`src/rtl/pvz_pkg.sv`:
```
// Shared constants and types for the zombie lane engine: colours, visible
// origin of the pixel counters, the game FSM state and a span helper.
package pvz_pkg;

    localparam logic [11:0] COL_BLACK      = 12'h000;
    localparam logic [11:0] COL_RED        = 12'hF00;
    localparam logic [11:0] COL_GREY       = 12'h0B4;
    localparam logic [11:0] COL_GREEN      = 12'h0F0;
    localparam logic [11:0] COL_PLANT      = 12'h070;
    localparam logic [11:0] COL_LIGHT_GREY = 12'h332;

    // Pixel counter values of the first visible column and row.
    localparam logic [9:0] H_ORG = 10'd144;
    localparam logic [9:0] V_ORG = 10'd35;

    typedef enum logic {
        ST_PLAY = 1'b0,
        ST_OVER = 1'b1
    } game_state_e;

    // True when pos lies in [lo, lo+len). All operands are 11 bits so the
    // upper bound never wraps for on-screen coordinates.
    function automatic logic in_span(input logic [10:0] pos,
                                     input logic [10:0] lo,
                                     input logic [10:0] len);
        return (pos >= lo) && (pos < lo + len);
    endfunction

endpackage

```
`src/rtl/lane_tracker.sv`:
```
// One lane of the game: a single zombie walking left and a single pea flying
// right. State only moves when advance is high (frame tick while playing).
// kill and reached_plant describe what the coming advance will do, so the
// top can count kills and end the game on the same edge.
module lane_tracker
    import pvz_pkg::*;
#(
    parameter int ZOMBIE_STEP = 1,
    parameter int PEA_STEP    = 4,
    parameter int SCREEN_W    = 640,
    parameter int PLANT_X     = 16,
    parameter int PLANT_W     = 32,
    parameter int ZOMBIE_W    = 32,
    parameter int PEA_W       = 8
) (
    input  logic       clk,
    input  logic       reset_n,
    input  logic       advance,
    input  logic       spawn,
    input  logic       fire,
    output logic       zombie_act,
    output logic [9:0] zombie_x,
    output logic       pea_act,
    output logic [9:0] pea_x,
    output logic       kill,
    output logic       reached_plant
);

    localparam logic [10:0] Z_STEP     = 11'(ZOMBIE_STEP);
    localparam logic [10:0] P_STEP     = 11'(PEA_STEP);
    localparam logic [10:0] P_WIDTH    = 11'(PEA_W);
    localparam logic [10:0] P_LIMIT    = 11'(SCREEN_W - PEA_W);
    localparam logic [10:0] PLANT_EDGE = 11'(PLANT_X + PLANT_W);
    localparam logic [9:0]  Z_SPAWN_X  = 10'(SCREEN_W - ZOMBIE_W);
    localparam logic [9:0]  P_START_X  = 10'(PLANT_X + PLANT_W);

    logic        hit;
    logic        z_alive;
    logic        p_alive;
    logic [10:0] z_moved;
    logic [10:0] p_moved;
    logic        zombie_act_d;
    logic [9:0]  zombie_x_d;
    logic        pea_act_d;
    logic [9:0]  pea_x_d;

    // Next lane state from start-of-frame values: collision, then movement,
    // then spawn/fire (which only look at the start-of-frame actives).
    always_comb begin
        hit     = pea_act && zombie_act && ({1'b0, pea_x} + P_WIDTH >= {1'b0, zombie_x});
        z_alive = zombie_act && !hit;
        p_alive = pea_act && !hit;
        z_moved = {1'b0, zombie_x} - Z_STEP;
        p_moved = {1'b0, pea_x} + P_STEP;

        zombie_act_d = zombie_act;
        zombie_x_d   = zombie_x;
        pea_act_d    = pea_act;
        pea_x_d      = pea_x;

        if (hit) begin
            zombie_act_d = 1'b0;
            pea_act_d    = 1'b0;
        end
        if (z_alive) begin
            zombie_x_d = z_moved[9:0];
        end
        if (p_alive) begin
            // A pea leaving the screen is retired rather than wrapped.
            if (p_moved >= P_LIMIT) begin
                pea_act_d = 1'b0;
            end else begin
                pea_x_d = p_moved[9:0];
            end
        end
        if (spawn && !zombie_act) begin
            zombie_act_d = 1'b1;
            zombie_x_d   = Z_SPAWN_X;
        end
        if (fire && !pea_act) begin
            pea_act_d = 1'b1;
            pea_x_d   = P_START_X;
        end
    end

    assign kill          = hit;
    assign reached_plant = z_alive && (z_moved <= PLANT_EDGE);

    // Lane state register, stepped once per frame while playing.
    always_ff @(posedge clk) begin
        if (!reset_n) begin
            zombie_act <= 1'b0;
            zombie_x   <= '0;
            pea_act    <= 1'b0;
            pea_x      <= '0;
        end else if (advance) begin
            zombie_act <= zombie_act_d;
            zombie_x   <= zombie_x_d;
            pea_act    <= pea_act_d;
            pea_x      <= pea_x_d;
        end
    end

endmodule

```
`src/rtl/zombie_lane_engine.sv`:
```
// Top of the lane game: NUM_LANES lane trackers, the PLAY/OVER FSM, a
// saturating kill counter and a registered pixel colour generator.
module zombie_lane_engine
    import pvz_pkg::*;
#(
    parameter int NUM_LANES   = 5,
    parameter int COUNT_W     = 16,
    parameter int LANE_H      = 96,
    parameter int ZOMBIE_STEP = 1,
    parameter int PEA_STEP    = 4,
    parameter int SCREEN_W    = 640,
    parameter int PLANT_X     = 16,
    parameter int PLANT_W     = 32,
    parameter int ZOMBIE_W    = 32,
    parameter int PEA_W       = 8
) (
    input  logic                 clk,
    input  logic                 reset_n,
    input  logic                 frame_tick,
    input  logic [9:0]           hCount,
    input  logic [9:0]           vCount,
    input  logic                 bright,
    input  logic [NUM_LANES-1:0] spawn,
    input  logic [NUM_LANES-1:0] fire,
    output logic [11:0]          rgb,
    output logic [COUNT_W-1:0]   zombies_killed,
    output logic                 game_over
);

    localparam int KW = $clog2(NUM_LANES + 1);
    localparam int SW = COUNT_W + KW;

    game_state_e          state_q;
    game_state_e          state_d;
    logic                 advance;
    logic [NUM_LANES-1:0] zombie_act;
    logic [NUM_LANES-1:0] pea_act;
    logic [NUM_LANES-1:0] kill;
    logic [NUM_LANES-1:0] reached_plant;
    logic [9:0]           zombie_x [NUM_LANES];
    logic [9:0]           pea_x    [NUM_LANES];
    logic [NUM_LANES-1:0] zombie_pix;
    logic [NUM_LANES-1:0] pea_pix;
    logic                 plant_pix;
    logic [10:0]          sx;
    logic [10:0]          sy;
    logic [KW-1:0]        kill_pop;
    logic [SW-1:0]        count_sum;
    logic [COUNT_W-1:0]   count_next;
    logic [11:0]          pix_colour;

    assign advance   = frame_tick && (state_q == ST_PLAY);
    assign game_over = (state_q == ST_OVER);

    // Screen-relative pixel coordinates; off-screen values are masked by bright.
    assign sx = {1'b0, hCount - H_ORG};
    assign sy = {1'b0, vCount - V_ORG};

    for (genvar i = 0; i < NUM_LANES; i++) begin : g_lane
        localparam logic [10:0] LANE_TOP = 11'(i * LANE_H);
        localparam logic [10:0] Z_TOP    = LANE_TOP + 11'((LANE_H - ZOMBIE_W) / 2);
        localparam logic [10:0] P_TOP    = LANE_TOP + 11'((LANE_H - PEA_W) / 2);

        lane_tracker #(
            .ZOMBIE_STEP (ZOMBIE_STEP),
            .PEA_STEP    (PEA_STEP),
            .SCREEN_W    (SCREEN_W),
            .PLANT_X     (PLANT_X),
            .PLANT_W     (PLANT_W),
            .ZOMBIE_W    (ZOMBIE_W),
            .PEA_W       (PEA_W)
        ) u_lane (
            .clk           (clk),
            .reset_n       (reset_n),
            .advance       (advance),
            .spawn         (spawn[i]),
            .fire          (fire[i]),
            .zombie_act    (zombie_act[i]),
            .zombie_x      (zombie_x[i]),
            .pea_act       (pea_act[i]),
            .pea_x         (pea_x[i]),
            .kill          (kill[i]),
            .reached_plant (reached_plant[i])
        );

        // Sprites are square and vertically centred in their lane.
        assign zombie_pix[i] = zombie_act[i]
                             && in_span(sy, Z_TOP, 11'(ZOMBIE_W))
                             && in_span(sx, {1'b0, zombie_x[i]}, 11'(ZOMBIE_W));
        assign pea_pix[i]    = pea_act[i]
                             && in_span(sy, P_TOP, 11'(PEA_W))
                             && in_span(sx, {1'b0, pea_x[i]}, 11'(PEA_W));
    end

    assign plant_pix = in_span(sx, 11'(PLANT_X), 11'(PLANT_W))
                    && (sy < 11'(NUM_LANES * LANE_H));

    // Game FSM next state: a zombie reaching the plant column ends the game.
    always_comb begin
        state_d = state_q;
        if ((state_q == ST_PLAY) && frame_tick && (|reached_plant)) begin
            state_d = ST_OVER;
        end
    end

    // Game FSM state register; only reset returns to PLAY.
    always_ff @(posedge clk) begin
        if (!reset_n) begin
            state_q <= ST_PLAY;
        end else begin
            state_q <= state_d;
        end
    end

    // Kills this frame added to the counter with saturation at all-ones.
    always_comb begin
        kill_pop = '0;
        for (int i = 0; i < NUM_LANES; i++) begin
            kill_pop = kill_pop + KW'(kill[i]);
        end
        count_sum = SW'(zombies_killed) + SW'(kill_pop);
        if (|count_sum[SW-1:COUNT_W]) begin
            count_next = '1;
        end else begin
            count_next = count_sum[COUNT_W-1:0];
        end
    end

    // Kill counter register, frozen outside PLAY.
    always_ff @(posedge clk) begin
        if (!reset_n) begin
            zombies_killed <= '0;
        end else if (advance) begin
            zombies_killed <= count_next;
        end
    end

    // Pixel colour by priority: blanking, game over, zombie, pea, plant, lawn.
    always_comb begin
        pix_colour = COL_LIGHT_GREY;
        if (!bright) begin
            pix_colour = COL_BLACK;
        end else if (state_q == ST_OVER) begin
            pix_colour = COL_RED;
        end else if (|zombie_pix) begin
            pix_colour = COL_GREY;
        end else if (|pea_pix) begin
            pix_colour = COL_GREEN;
        end else if (plant_pix) begin
            pix_colour = COL_PLANT;
        end
    end

    // One-cycle registered colour output.
    always_ff @(posedge clk) begin
        if (!reset_n) begin
            rgb <= COL_BLACK;
        end else begin
            rgb <= pix_colour;
        end
    end

endmodule

```
`config.mk`:
```
export PLATFORM = sky130hd
export DESIGN_NAME = zombie_lane_engine
export DESIGN_NICKNAME = d
export VERILOG_FILES = /design/src/rtl/pvz_pkg.sv /design/src/rtl/lane_tracker.sv /design/src/rtl/zombie_lane_engine.sv
export SDC_FILE = /design/constraint.sdc
export NUM_CORES = 1
export LEC_CHECK = 0
export CAP_MARGIN = 10
export CORE_MARGIN = 1
export CORE_UTILIZATION = 35
export CTS_CLUSTER_DIAMETER = 200
export DETAILED_ROUTE_END_ITERATION = 16
export SKIP_LAST_GASP = 1
export SYNTH_ARGS = -nofsm -noshare
export SYNTH_HDL_FRONTEND = slang
export SYNTH_SLANG_ARGS = --single-unit
```
`constraint.sdc`:
```
create_clock -name clk -period 11.8 [get_ports clk]
set_input_delay 1.77 -clock clk [delete_from_list [all_inputs] [get_ports clk]]
set_output_delay 1.77 -clock clk [all_outputs]
set_load 0.02 [all_outputs]
```
# Yosys cells after proc, flatten, opt, wreduce, memory -nomap -nowiden
# Cells that the tools add are included.
# Widths: inputs -> output; s select.
# word_totals
word_cells,311
input_bits,34
out_inout_bits,29
regBits,139
# classes
bitwise_logic,3
add_sub_neg,27
reduce_logical,132
n_lt_le_gt_ge,58
muxes,60
eq_ne,5
# ops
operator,count
$mux 10,28
$lt 10x11->1,10
$ge 10x10->1,10
$logic_and 1x1->1,79
$lt 10x9->1 const B,6
$add 10x3->11 const B,5
$add 10x4->11 const B,5
$add 10x6->11 const B,5
$ge 11x10->1,5
$ge 11x10->1 const B,5
$le 11x6->1 const B,5
$sub 10x1->11 const B,5
$ge 10x8->1 const B,4
$ge 10x9->1 const B,4
$lt 10x8->1 const B,3
$mux 1,30
$reduce_bool 2->1,15
$reduce_and 2->1,11
$ge 10x6->1 const B,2
$lt 10x6->1 const B,2
$add 16x3->17,1
$mux 16,1
$logic_not 1->1,15
$reduce_and 3->1,5
14 further kinds,24

# Longest topological paths before layout
# depth
depth_word,10
ltp_mapped,20
depth_no_buf,19

# By module
# From an unflattened synthesis, not the netlist that was laid out.
# hier_totals
cells_unflattened,1853
hier_area_um2,14670.3
# modules_own_cells
mod,cells_per_inst,seq_area_each_um2,area_each_um2,n_inst
zombie_lane_engine,822,480.5,6354.8,1
lane_tracker at g_lane[0].u_lane ...,197,400.4,1614.0,3
lane_tracker at g_lane[3].u_lane ...,220,400.4,1736.7,2

# Least setup slack after synthesis
# OpenSTA, ideal clock, no wires.
# synth_path
path_type,input port to flip-flop
startpoint,input port hCount[4]
endpoint,register rgb[9]
setup_time_ps,124
t_required_ps,11676
setup_slack_ps,6557
arrival_ps,5119
stages,14
path_buffers,0
cell_sequence,inv_1 -> ha_1 -> inv_1 -> o21ai_0 -> xor2_1 -> ha_1 -> a211oi_1 -> nand3_1 -> a31oi_1 -> nor3_1 -> o32a_1 -> o211a_1 -> nand4_1 -> o31ai_1
# synth_between
elab_chain_len,8
word_cells_on_any_way,51
cone_classes,1 x add/sub; 22 x order compare; 4 x mux; 24 x reduce/logical
# synth_lines
element,line,text
start: declaration,zombie_lane_engine.sv:20,"input logic [9:0] hCount,"
$sub 10x8->10 (*),zombie_lane_engine.sv:56,"assign sx = {1'b0, hCount - H_ORG};"
"$lt 10x11->1, or another cell as far along",pvz_pkg.sv:26,return (pos >= lo) && (pos < lo + len);
$logic_and 1x1->1,pvz_pkg.sv:26,
$logic_and 1x1->1 (on tied branches),"zombie_lane_engine.sv:92, zombie_lane_engine.sv:96",
$reduce_or 5->1 or $mux 10 (tied branches),"zombie_lane_engine.sv:147, zombie_lane_engine.sv:149",
$mux 10,zombie_lane_engine.sv:147,end else if (|pea_pix) begin
$mux 10 (*),zombie_lane_engine.sv:145,end else if (|zombie_pix) begin
$mux 12 (*),zombie_lane_engine.sv:143,end else if (state_q == ST_OVER) begin
end signal: assignment,zombie_lane_engine.sv:159,rgb <= pix_colour;
end: declaration,zombie_lane_engine.sv:25,"output logic [11:0] rgb,"
# Every way passes the cells marked *; elsewhere a longest branch is shown, timed or not.
# A chain may end at the register's enable or synchronous reset.

# Final worst setup path
# layout_path
startpoint,register g_lane[0].u_lane.pea_x[4]
endpoint,register zombies_killed[8]
# layout_between
elab_chain_len,10
# layout_lines
element,line,text
start: declaration,lane_tracker.sv:24,"output logic [9:0] pea_x,"
start signal: assignment,lane_tracker.sv:100,pea_x <= pea_x_d;
$add 10x4->11 (*),lane_tracker.sv:50,"hit = pea_act && zombie_act && ({1'b0, pea_x} + P_WIDTH >= {1'b0, zombie_x});"
$ge 11x10->1 (*),lane_tracker.sv:50,
$logic_and 1x1->1 (*),lane_tracker.sv:50,
$add 1x1->2 (*),zombie_lane_engine.sv:119,kill_pop = kill_pop + KW'(kill[i]);
$add 2x1->3 (*),zombie_lane_engine.sv:119,
$add 3x1->3 (*) (2 in series),zombie_lane_engine.sv:119,
$add 16x3->17 (*),zombie_lane_engine.sv:121,count_sum = SW'(zombies_killed) + SW'(kill_pop);
$reduce_or 3->1,zombie_lane_engine.sv:122,if (|count_sum[SW-1:COUNT_W]) begin
$mux 16 (*),zombie_lane_engine.sv:122,
end signal: assignment,zombie_lane_engine.sv:134,zombies_killed <= count_next;
end: declaration,zombie_lane_engine.sv:26,"output logic [COUNT_W-1:0] zombies_killed,"
# Marked as above.

==> reports/metrics.yaml <==
dieHeight_um: 196.3
synth_fa_ha_area_share_pct: 23.10
fp.dieW_um: 196.3
max-cap-violations: 0
cts_setup_buffers: 0
clk_pin_slew_worst_paths_ps: 60
io_pins: 63
layout-drive-gt1-share_pct: 4.911
fin_setup_tns_ps: 0
internal_power_uw: 944.7
outcome: "completed"
port_buffers: 60
holdPathStages: 2
ys_seq_area_share_pct: 18.79
cts_root_buffer: "clkbuf_16"
synth_compound_area_share_pct: 23.41
coreArea_mm2: 0.03687
combPwrFrac_pct: 32.4
fin_ws_ps: 6358
r2r_cells: 17
ff2ff_setup_slack_ps: 6360
grt_first_pass_wirelength_mm: 63.85
worst_slew_pin_slew_ps: 1072
cts_made_buffers: 17
layout_min_cycle_time_ps: 5442
cts_hold_buf: 0
powerDensity_mw_per_mm2: 99.57
clock_path_buffers: 2
cp-end-kind: "flip-flop"
initialDrtViolationCount: 934
grt_max_degree: 53
cp-start-kind: "flip-flop"
leakage_uw: 0.005726
avgSynthCellArea_um2: 7.715
holdCritPathClass: "flip-flop to flip-flop"
crit_type: "flip-flop to flip-flop"
synth-simple-area-share_pct: 21.03
syn-instance-count: 1712
synth_area_leaders: "ha_1 23%, dfxtp_1 19%, a21oi_1 4.9%, xnor2_1 4.8%, inv_1 4.4%"
core.rowCount: 70
yosysUniqueCellTypes: 90
fin_skew_ps: 14.44
synth_top_flop_cell: "dfxtp_1"
cts-htree-levels: 4
post_drt_via_cell_ratio: 5.623
dieArea_mm2: 0.03852
drt-pass1-iter-count: 5
synth_xor_area_share_pct: 5.968
synth-async-reset-ratio_pct: 0
drcViolationCount: 0
area_growth_pct: 12.29
synth_edf_count: 0
grt.overflow.total: 0
grtUsageTotal_pct: 20.64
switching_share_pct: 36.03
fin_nets: 2015
clkSinkCount: 124
num_antenna_cells: 0
first_global_vias: 12323
setup_viol_count_final: 0
antenna_found_initial: 0
yosysTopAreaCell: "ha_1"
pwr-share-seq_pct: 32.6
cts_tree: "yes"
detail_route.wirelength_mm: 39.26
rsz0062_at_grt: "no"
insertion_delay_ps: 440
start_util_pct: 35.82
routed-via-count: 12679
slew-limit-headroom_pct: 28.05
syn_area_mm2: 0.01321
critPathRequiredTime_ps: 12090
wl_per_cell_um: 17.41
fmax_mhz: 183.7
synth.top_cells.by_count: "239 x ha_1, 155 x inv_1, 130 x nand2_1, 129 x a21oi_1, 124 x dfxtp_1"
gp_congestion: 0.8854
post-route-period-util_pct: 46.12
yosysMostFrequentCell: "ha_1"
synth_top_area_share_pct: 22.64
path_max_fanout: 13
yosys_warnings: 0
ctsResizeCount: 0
ir_drop_v: 0.0001073
slew_viol_final: 0
dp_slack_ps: 6007
hold_viol: 0
worstPathArrival_ps: 5730
synth_seq_cells: 124
p_clk_share_pct: 35.0
ant_nets: 0
synth_top_family_by_area: "compound AO/OA/AOI/OAI gates"
p_switching_uw: 532.0
dpl.hpwl_mm: 29.22
synth_mux_area_share_pct: 0.8715
cells by family after synthesis:
family	count (synthesis)
AOI/OAI and AO/OA	472
xor gates and xnor gates	90
adders and majority gates	242
buffers and inverters	224
DFF	124
muxes	11
other	1
and+or+nand+nor	548
registers in the layout, indices dropped and copies added, names as in the netlist:
name	cells
g_lane.u_lane.zombie_x	50
g_lane.u_lane.zombie_act	5
rgb	7
game_over	1
zombies_killed	16
g_lane.u_lane.pea_x	40
g_lane.u_lane.pea_act	5
cell type report:
| cell class | count | area [um2] |
|---|---|---|
| clock buffers | 21 | 470.5 |
| clock inverters | 10 | 92.59 |
| fillers | 3761 | 22040 |
| inverters | 156 | 585.6 |
| multi-input cells | 1365 | 9861 |
| flip-flops and latches | 124 | 2482 |
| well taps | 504 | 630.6 |
| repair buffers | 75 | 708.2 |
final timing paths:
check / from / end
worst max register to register: g_lane[0].u_lane.pea_x[4]$_SDFFE_PN0P_ / zombies_killed[8]$_SDFFE_PN0P_
worst max-delay path: g_lane[0].u_lane.pea_x[4]$_SDFFE_PN0P_ / zombies_killed[8]$_SDFFE_PN0P_
worst min register to register: g_lane[4].u_lane.pea_x[8]$_SDFFE_PN0P_ / g_lane[4].u_lane.pea_x[8]$_SDFFE_PN0P_
worst min-delay path: g_lane[4].u_lane.pea_x[8]$_SDFFE_PN0P_ / g_lane[4].u_lane.pea_x[8]$_SDFFE_PN0P_
layout by cell type, fill, tap and decap left out, drive strengths merged, types with 11 or more instances in the layout:
master / synthesis / routed
nand2b: 20 / 20
and2: 15 / 15
inv: 156 / 156
nand3: 84 / 84
nand4: 35 / 35
a211oi: 24 / 24
nor2b: 16 / 16
nand2: 131 / 131
dfxtp: 124 / 124
a21oi: 129 / 129
nor2: 111 / 111
and3: 14 / 14
xnor2: 73 / 73
o22ai: 11 / 11
clkdlybuf4s50: 0 / 59
buf: 20 / 16
clkbuf: 48 / 21
ha: 239 / 239
nor3: 36 / 36
or3: 20 / 20
o21a: 26 / 26
a31oi: 23 / 23
xor2: 17 / 17
a21o: 23 / 23
o211ai: 23 / 23
o21ai: 100 / 100
nor4: 21 / 21
critical path, cell delays in order, from the launching register on:
cell	delay (ps)
dfxtp_1	460
ha_1	320
nand2_1	130
o21a_1	210
or2_2	320
ha_1	280
o21ai_0	80
a21oi_1	230
nand2_1	290
inv_1	270
fa_1	480
fa_1	520
ha_1	250
fa_1	380
and2_1	190
o21ai_0	300
or3_1	470
a21oi_1	130
layer usage:
metal | GRT usage (%) | wire length [um] | share of wire [%] | vias up
li1 | - | - | - | 6295
met1 | 27.16 | 18620 | 47 | 6017
met2 | 34.40 | 18160 | 46 | 319
met3 | 3.026 | 1691 | 4.3 | 48
met4 | 6.713 | 793 | 2.0 | 0
met5 | 0 | 0 | 0 | -
stage by stage:
step	hold WS, ps	std cells	utilization, %	power (uW)	instance area (um2)
6_report	481.3	2255	40.22	1477	14830
5_1_grt	500.4	2255	40.22	1577	14830
4_1_cts	478.0	2255	40.22	1485	14830
3_5_place_dp	471.0	2224	38.69	961.6	14270
3_3_place_gp	460.7	2224	38.69	947.7	14270
2_1_floorplan	444.8	1713	-	826.6	13210
power groups by stage:
stage	combinational [uW]	clock [uW]	sequential (uW)
global placement	459	0	488
detailed placement	473	0	489
floorplan	355	0	471
CTS	477	529	480
finish	479	517	481
global route	542	550	485
Power figures use the tool's default switching activity.
